File: config.mk
export PLATFORM = sky130hd
export DESIGN_NAME = fetch_seq
export DESIGN_NICKNAME = d
export VERILOG_FILES = /design/src/rtl/fetch_pkg.sv /design/src/rtl/sat_counter.sv /design/src/rtl/fetch_seq.sv
export SDC_FILE = /design/constraint.sdc
export NUM_CORES = 1
export LEC_CHECK = 0
export CAP_MARGIN = 20
export CORE_MARGIN = 2
export CORE_UTILIZATION = 50
export DETAILED_ROUTE_END_ITERATION = 12
export PLACE_DENSITY = 0.89
export SLEW_MARGIN = 0
export SYNTH_ARGS = -nofsm -noshare
export SYNTH_HDL_FRONTEND = slang
export SYNTH_HIERARCHICAL = 1
export SYNTH_SLANG_ARGS = --single-unit
File: constraint.sdc
create_clock -name clk_i -period 3.14 [get_ports clk_i]
set_input_delay 0.471 -clock clk_i [delete_from_list [all_inputs] [get_ports clk_i]]
set_output_delay 0.471 -clock clk_i [all_outputs]
set_load 0.01 [all_outputs]
File: src/rtl/fetch_pkg.sv
// Shared types and default widths for the instruction-fetch sequencer.
//   fe_state_t : sequencer state encoding
//   DEF_*      : default address / instruction / counter widths
package fetch_pkg;

  localparam int unsigned DEF_D  = 12;
  localparam int unsigned DEF_IW = 9;
  localparam int unsigned DEF_CW = 16;

  typedef enum logic [1:0] {
    IDLE  = 2'd0,
    FETCH = 2'd1,
    ISSUE = 2'd2,
    HALT  = 2'd3
  } fe_state_t;

endpackage

File: src/rtl/sat_counter.sv
// Saturating up-counter used for the benchmarking counters.
//   clk_i   : clock
//   reset_i : synchronous active-high reset (count -> 0)
//   clr_i   : synchronous clear, wins over inc_i
//   inc_i   : count up by one unless already all-ones
//   cnt_o   : current count
module sat_counter #(
  parameter int unsigned CW = 16
) (
  input  logic          clk_i,
  input  logic          reset_i,
  input  logic          clr_i,
  input  logic          inc_i,
  output logic [CW-1:0] cnt_o
);

  logic [CW-1:0] cnt_q, cnt_d;

  always_comb begin
    cnt_d = cnt_q;
    if (clr_i) begin
      cnt_d = '0;
    end else if (inc_i && (cnt_q != {CW{1'b1}})) begin
      cnt_d = cnt_q + 1'b1;
    end
  end

  always_ff @(posedge clk_i) begin
    if (reset_i) begin
      cnt_q <= '0;
    end else begin
      cnt_q <= cnt_d;
    end
  end

  assign cnt_o = cnt_q;

endmodule

File: src/rtl/fetch_seq.sv
// Instruction-fetch sequencer: owns the PC, fetches over a req/ack memory
// handshake, holds each word for decode with stall back-pressure, applies
// absolute / relative branches and stops at HALT_ADDR.
//
// state | meaning
// ------+---------------------------------------------------------
// IDLE  | after reset, waiting for start
// FETCH | imem_req high at pc, waiting for imem_ack
// ISSUE | instr_valid high, retires when stall is low
// HALT  | pc reached HALT_ADDR, done high, waiting for restart
//
// Ports:
//   clk_i, reset_i          : clock, synchronous active-high reset
//   start_i                 : (re)start at RESET_PC, honoured in IDLE/HALT
//   imem_addr_o/imem_req_o  : fetch address (= pc) and request
//   imem_ack_i/imem_data_i  : memory response
//   instr_o/instr_valid_o   : held instruction for decode
//   stall_i                 : back end not ready
//   abs_jump_i/rel_jump_i   : branch controls, target_i = address/offset
//   done_o                  : high in HALT
//   cycle_cnt_o/instr_cnt_o : saturating benchmarking counters
module fetch_seq
  import fetch_pkg::*;
#(
  parameter int unsigned     D         = DEF_D,
  parameter int unsigned     IW        = DEF_IW,
  parameter int unsigned     CW        = DEF_CW,
  parameter logic [D-1:0]    RESET_PC  = '0,
  parameter logic [D-1:0]    HALT_ADDR = {D{1'b1}}
) (
  input  logic          clk_i,
  input  logic          reset_i,
  input  logic          start_i,
  output logic [D-1:0]  imem_addr_o,
  output logic          imem_req_o,
  input  logic          imem_ack_i,
  input  logic [IW-1:0] imem_data_i,
  output logic [IW-1:0] instr_o,
  output logic          instr_valid_o,
  input  logic          stall_i,
  input  logic          abs_jump_i,
  input  logic          rel_jump_i,
  input  logic [D-1:0]  target_i,
  output logic          done_o,
  output logic [CW-1:0] cycle_cnt_o,
  output logic [CW-1:0] instr_cnt_o
);

  fe_state_t     state_q, state_d;
  logic [D-1:0]  pc_q, pc_d;
  logic [IW-1:0] instr_q, instr_d;
  logic [D-1:0]  pc_nxt;
  logic          start_ok;
  logic          retire;
  logic          running;

  assign start_ok = start_i && ((state_q == IDLE) || (state_q == HALT));
  assign retire   = (state_q == ISSUE) && !stall_i;
  assign running  = (state_q == FETCH) || (state_q == ISSUE);

  // Branch target; D-bit arithmetic wraps modulo 2^D by construction.
  always_comb begin
    if (abs_jump_i) begin
      pc_nxt = target_i;
    end else if (rel_jump_i) begin
      pc_nxt = pc_q + target_i;
    end else begin
      pc_nxt = pc_q + 1'b1;
    end
  end

  always_comb begin
    state_d = state_q;
    pc_d    = pc_q;
    instr_d = instr_q;
    case (state_q)
      IDLE, HALT: begin
        if (start_i) begin
          pc_d    = RESET_PC;
          state_d = (RESET_PC == HALT_ADDR) ? HALT : FETCH;
        end
      end
      FETCH: begin
        if (imem_ack_i) begin
          instr_d = imem_data_i;
          state_d = ISSUE;
        end
      end
      ISSUE: begin
        if (!stall_i) begin
          pc_d    = pc_nxt;
          state_d = (pc_nxt == HALT_ADDR) ? HALT : FETCH;
        end
      end
      default: state_d = IDLE;
    endcase
  end

  always_ff @(posedge clk_i) begin
    if (reset_i) begin
      state_q <= IDLE;
      pc_q    <= RESET_PC;
      instr_q <= '0;
    end else begin
      state_q <= state_d;
      pc_q    <= pc_d;
      instr_q <= instr_d;
    end
  end

  sat_counter #(.CW(CW)) u_cycle_cnt (
    .clk_i   (clk_i),
    .reset_i (reset_i),
    .clr_i   (start_ok),
    .inc_i   (running),
    .cnt_o   (cycle_cnt_o)
  );

  sat_counter #(.CW(CW)) u_instr_cnt (
    .clk_i   (clk_i),
    .reset_i (reset_i),
    .clr_i   (start_ok),
    .inc_i   (retire),
    .cnt_o   (instr_cnt_o)
  );

  // Status outputs decode registered state only.
  assign imem_addr_o   = pc_q;
  assign imem_req_o    = (state_q == FETCH);
  assign instr_valid_o = (state_q == ISSUE);
  assign done_o        = (state_q == HALT);
  assign instr_o       = instr_q;

endmodule

==> summary.md <==
| Metric | Value |
|---|---|
| Die Ht | `89.0 um` |
| Power Density | `327 mW/mm^2` |
| Crit start category | `input pin` |
| Share of cells above drive strength 1 | `10.5%` |
| EDFF count, synth | `0` |
| Yosys top cell area share | `30.5%` |
| HP Class | `reg2reg` |
| Setup bufs post-CTS | `0` |
| Routed wl met3 | `499 um` |
| CP arrival | `3.21 ns` |
| Syn Area/Cell | `8.32 um^2` |
| Slew Limit Fails | `0` |
| Net count, final | `568` |
| Total GRT Usage | `24.3%` |
| Number of CTS-inserted buffers | `5` |
| PnR worst setup slack | `0.181 ns` |
| ANT cells | `0` |
| Clock latency at the later pin of the worst-skew pair | `0.30 ns` |
| Crit path required time | `3.39 ns` |
| Synth top area cells | `dfxtp_1, ha_1, nand2_1, a21oi_1, mux2i_1` |
| Worst slew margin | `48.5%` |
| Syn_nets | `480` |
| Leading area contributor after synthesis | `dfxtp_1` |
| CTS Buffer Depth | `2` |
| Final setup TNS | `0 ns` |
| Worst Tran Pin Value | `0.770 ns` |
| CP Capture Type | `flop` |
| Synth top cells by count | `dfxtp_1, nand2_1, a21oi_1, nor2_1, nand3_1` |
| Fin util | `67.7%` |
| Antenna Nets Post-Route | `0` |
| Via count | `3704` |
| Hold_buf cts | `0` |
| H-tree Lvls | `2` |
| Die width | `89.0 um` |
| Post-synthesis cell area | `0.00361 mm^2` |
| Placer Congestion | `0.880` |
| Final Hold Vio Count | `0` |
| Clock network power share | `30.2%` |
| Synthesis-stage register bit count | `55` |
| Switching Power | `0.000430 W` |
| Placed Area | `0.00457 mm^2` |
| Unrepaired setup endpoints after global routing | `no` |
| Post-CTS sizing | `0` |
| Seq/Total Area, Yosys | `30.5%` |
| Main synth FF type | `dfxtp_1` |
| Detailed Route Iter0 Violations | `199` |
| Max cap viols | `0` |
| Clock-pin transition on the worst setup and hold timing paths | `0.10 ns` |
| # rows | `30` |
| Slowest cell on the critical path | `or4b_1` |
| Design area | `0.00468 mm^2` |
| Initial antenna violation count | `0` |
| DR vias/cell | `5.99` |
| Setup violators final | `0` |
| Synth unique cells | `67` |
| Global-route wire length before repair | `15.7 mm` |
| DR top layer | `met4` |
| Post-synth ARST share | `0%` |
| Status | `finished, final reports clean` |
| Vias in the first global route | `3383` |
| Flop pwr share | `47.8%` |
| CTS sink count | `55` |
| Mapped Cells | `434` |
| Maximum VDD drop | `0.000216 V` |
| Layout area overhead | `29.5%` |
| Hpwl dp | `7.14 mm` |
| FMAX | `338 MHz` |
| WL/cell | `15.4 um` |
| Largest net degree at the start of global routing | `26` |
| Synth warn | `6` |
| Total gr overflow | `0` |
| Final worst-path cycle share | `94.2%` |
| Pre-antenna DRT Iters | `4` |
| I/O pin count | `84` |
| CP max stage delay | `0.45 ns` |
| CP Max Fanout | `3` |
| Max Clock Skew | `0.00599 ns` |
| Sw frac | `28.1%` |
| Comb pwr share | `22.0%` |
| Routed met2 length | `4.71 mm` |
| CTS tree | `built` |
| Critical path, cell by cell | `clkdlybuf4s50_1, nand2b_1, ha_1, fa_1, a21oi_2, o21ai_2, or4b_1, and3_1, nor4_1, and4_1, a31o_1` |
| Root Driver | `clkbuf_8` |
| Core ar. | `0.00691 mm^2` |
| Total Wirelength | `9.50 mm` |
| Worst slack, placed | `-0.117 ns` |
| Initial core utilization | `52.3%` |
| Min Tclk post-route | `2.96 ns` |
| Most common cell in the synthesized netlist | `dfxtp_1` |
| Fillers | `582` |
| Static leakage | `1.71 nW` |
| Crit path kind | `in2reg` |
| M1 WL | `4.22 mm` |
| PortBufs | `83` |
| Int Power | `0.00110 W` |
| Remaining DRCs | `0` |
| Die area | `0.00792 mm^2` |
==> through the flow <==
step	hold WS, ns	std cells	total power, W
2_1_floorplan	0.481	434	0.000941
3_3_place_gp	0.443	611	0.00107
3_5_place_dp	0.451	611	0.00108
4_1_cts	0.465	618	0.00153
5_1_grt	0.493	618	0.00160
6_report	0.466	618	0.00153
==> layout make-up <==
class / count / area, um^2 / share of cell area (%)
clock buffers: 6 / 72.6 / 1.55
clock inverters: 1 / 30.0 / 0.642
inverters: 9 / 33.8 / 0.723
multi-input cells: 350 / 2350 / 50.3
flip-flops and latches: 55 / 1100 / 23.5
well taps: 96 / 120 / 2.57
repair buffers: 101 / 966 / 20.7
==> power by group through the flow <==
stage / clock network (W) / registers (W) / logic [W]
floorplan: 0 / 0.000749 / 0.000192
global placement: 0 / 0.000745 / 0.000324
detailed placement: 0 / 0.000746 / 0.000332
CTS: 0.000469 / 0.000730 / 0.000334
global route: 0.000497 / 0.000733 / 0.000367
finish: 0.000461 / 0.000730 / 0.000337
==> worst paths after layout <==
path | from | to | slack (ns) | cells after the start
max | target_i[0] | state_q[1]$_SDFFE_PP0P_ | 0.18 | 11
min | instr_o[0]$_SDFFE_PP0P_ | instr_o[0]$_SDFFE_PP0P_ | 0.47 | 2
max reg2reg | imem_addr_o[0]$_SDFFE_PP0P_ | state_q[1]$_SDFFE_PP0P_ | 0.54 | 9
min reg2reg | instr_o[0]$_SDFFE_PP0P_ | instr_o[0]$_SDFFE_PP0P_ | 0.47 | 2
==> flip-flops by register name, indices dropped and copies added (netlist names) <==
signal / count
imem_addr_o: 12
instr_o: 9
state_q: 2
u_cycle_cnt/cnt_o: 16
u_instr_cnt/cnt_o: 16
==> metal layers <==
| layer | GRT usage [%] | vias to the layer above |
|---|---|---|
| met1 | 32.6 | 1781 |
| met5 | 0 | - |
| met3 | 3.69 | 6 |
| met2 | 42.1 | 109 |
| met4 | 3.93 | 0 |
| li1 | - | 1808 |
==> critical path: cells and delay by family <==
family                     cells  cell delay [ns]
adders and majority gates      2             0.65
and+or+nand+nor                5             1.28
AOI/OAI and AO/OA              3             0.40
buffers and inverters          1             0.41
==> layout by cell type (no fill, tap or decap), types with 5 or more instances in the layout <==
master	n
clkdlybuf4s50_1	83
buf_4	18
and2_1	16
nand3_1	26
nor2_1	27
nor3_1	12
a22oi_1	7
inv_1	7
nand4_1	7
mux2i_1	14
a2111o_1	5
a31oi_1	9
clkbuf_8	5
o21ai_1	8
nand2_1	48
o21ai_0	12
dfxtp_1	55
a21oi_1	31
a211oi_1	10
or3_1	8
ha_1	17
or3_2	6
and3_1	8
==> cells by family after synthesis <==
kind of cell | count (synthesis) | share of synthesized area, %
buffers and inverters | 29 | 4.37
flip-flops | 55 | 30.5
adder cells (fa/ha/maj) | 18 | 6.44
multiplexers | 15 | 4.19
AO/OA/AOI/OAI | 114 | 21.9
XOR/XNOR | 4 | 0.970
AND/OR/NAND/NOR | 199 | 31.6
No activity file was read; power rests on OpenSTA's default activity.
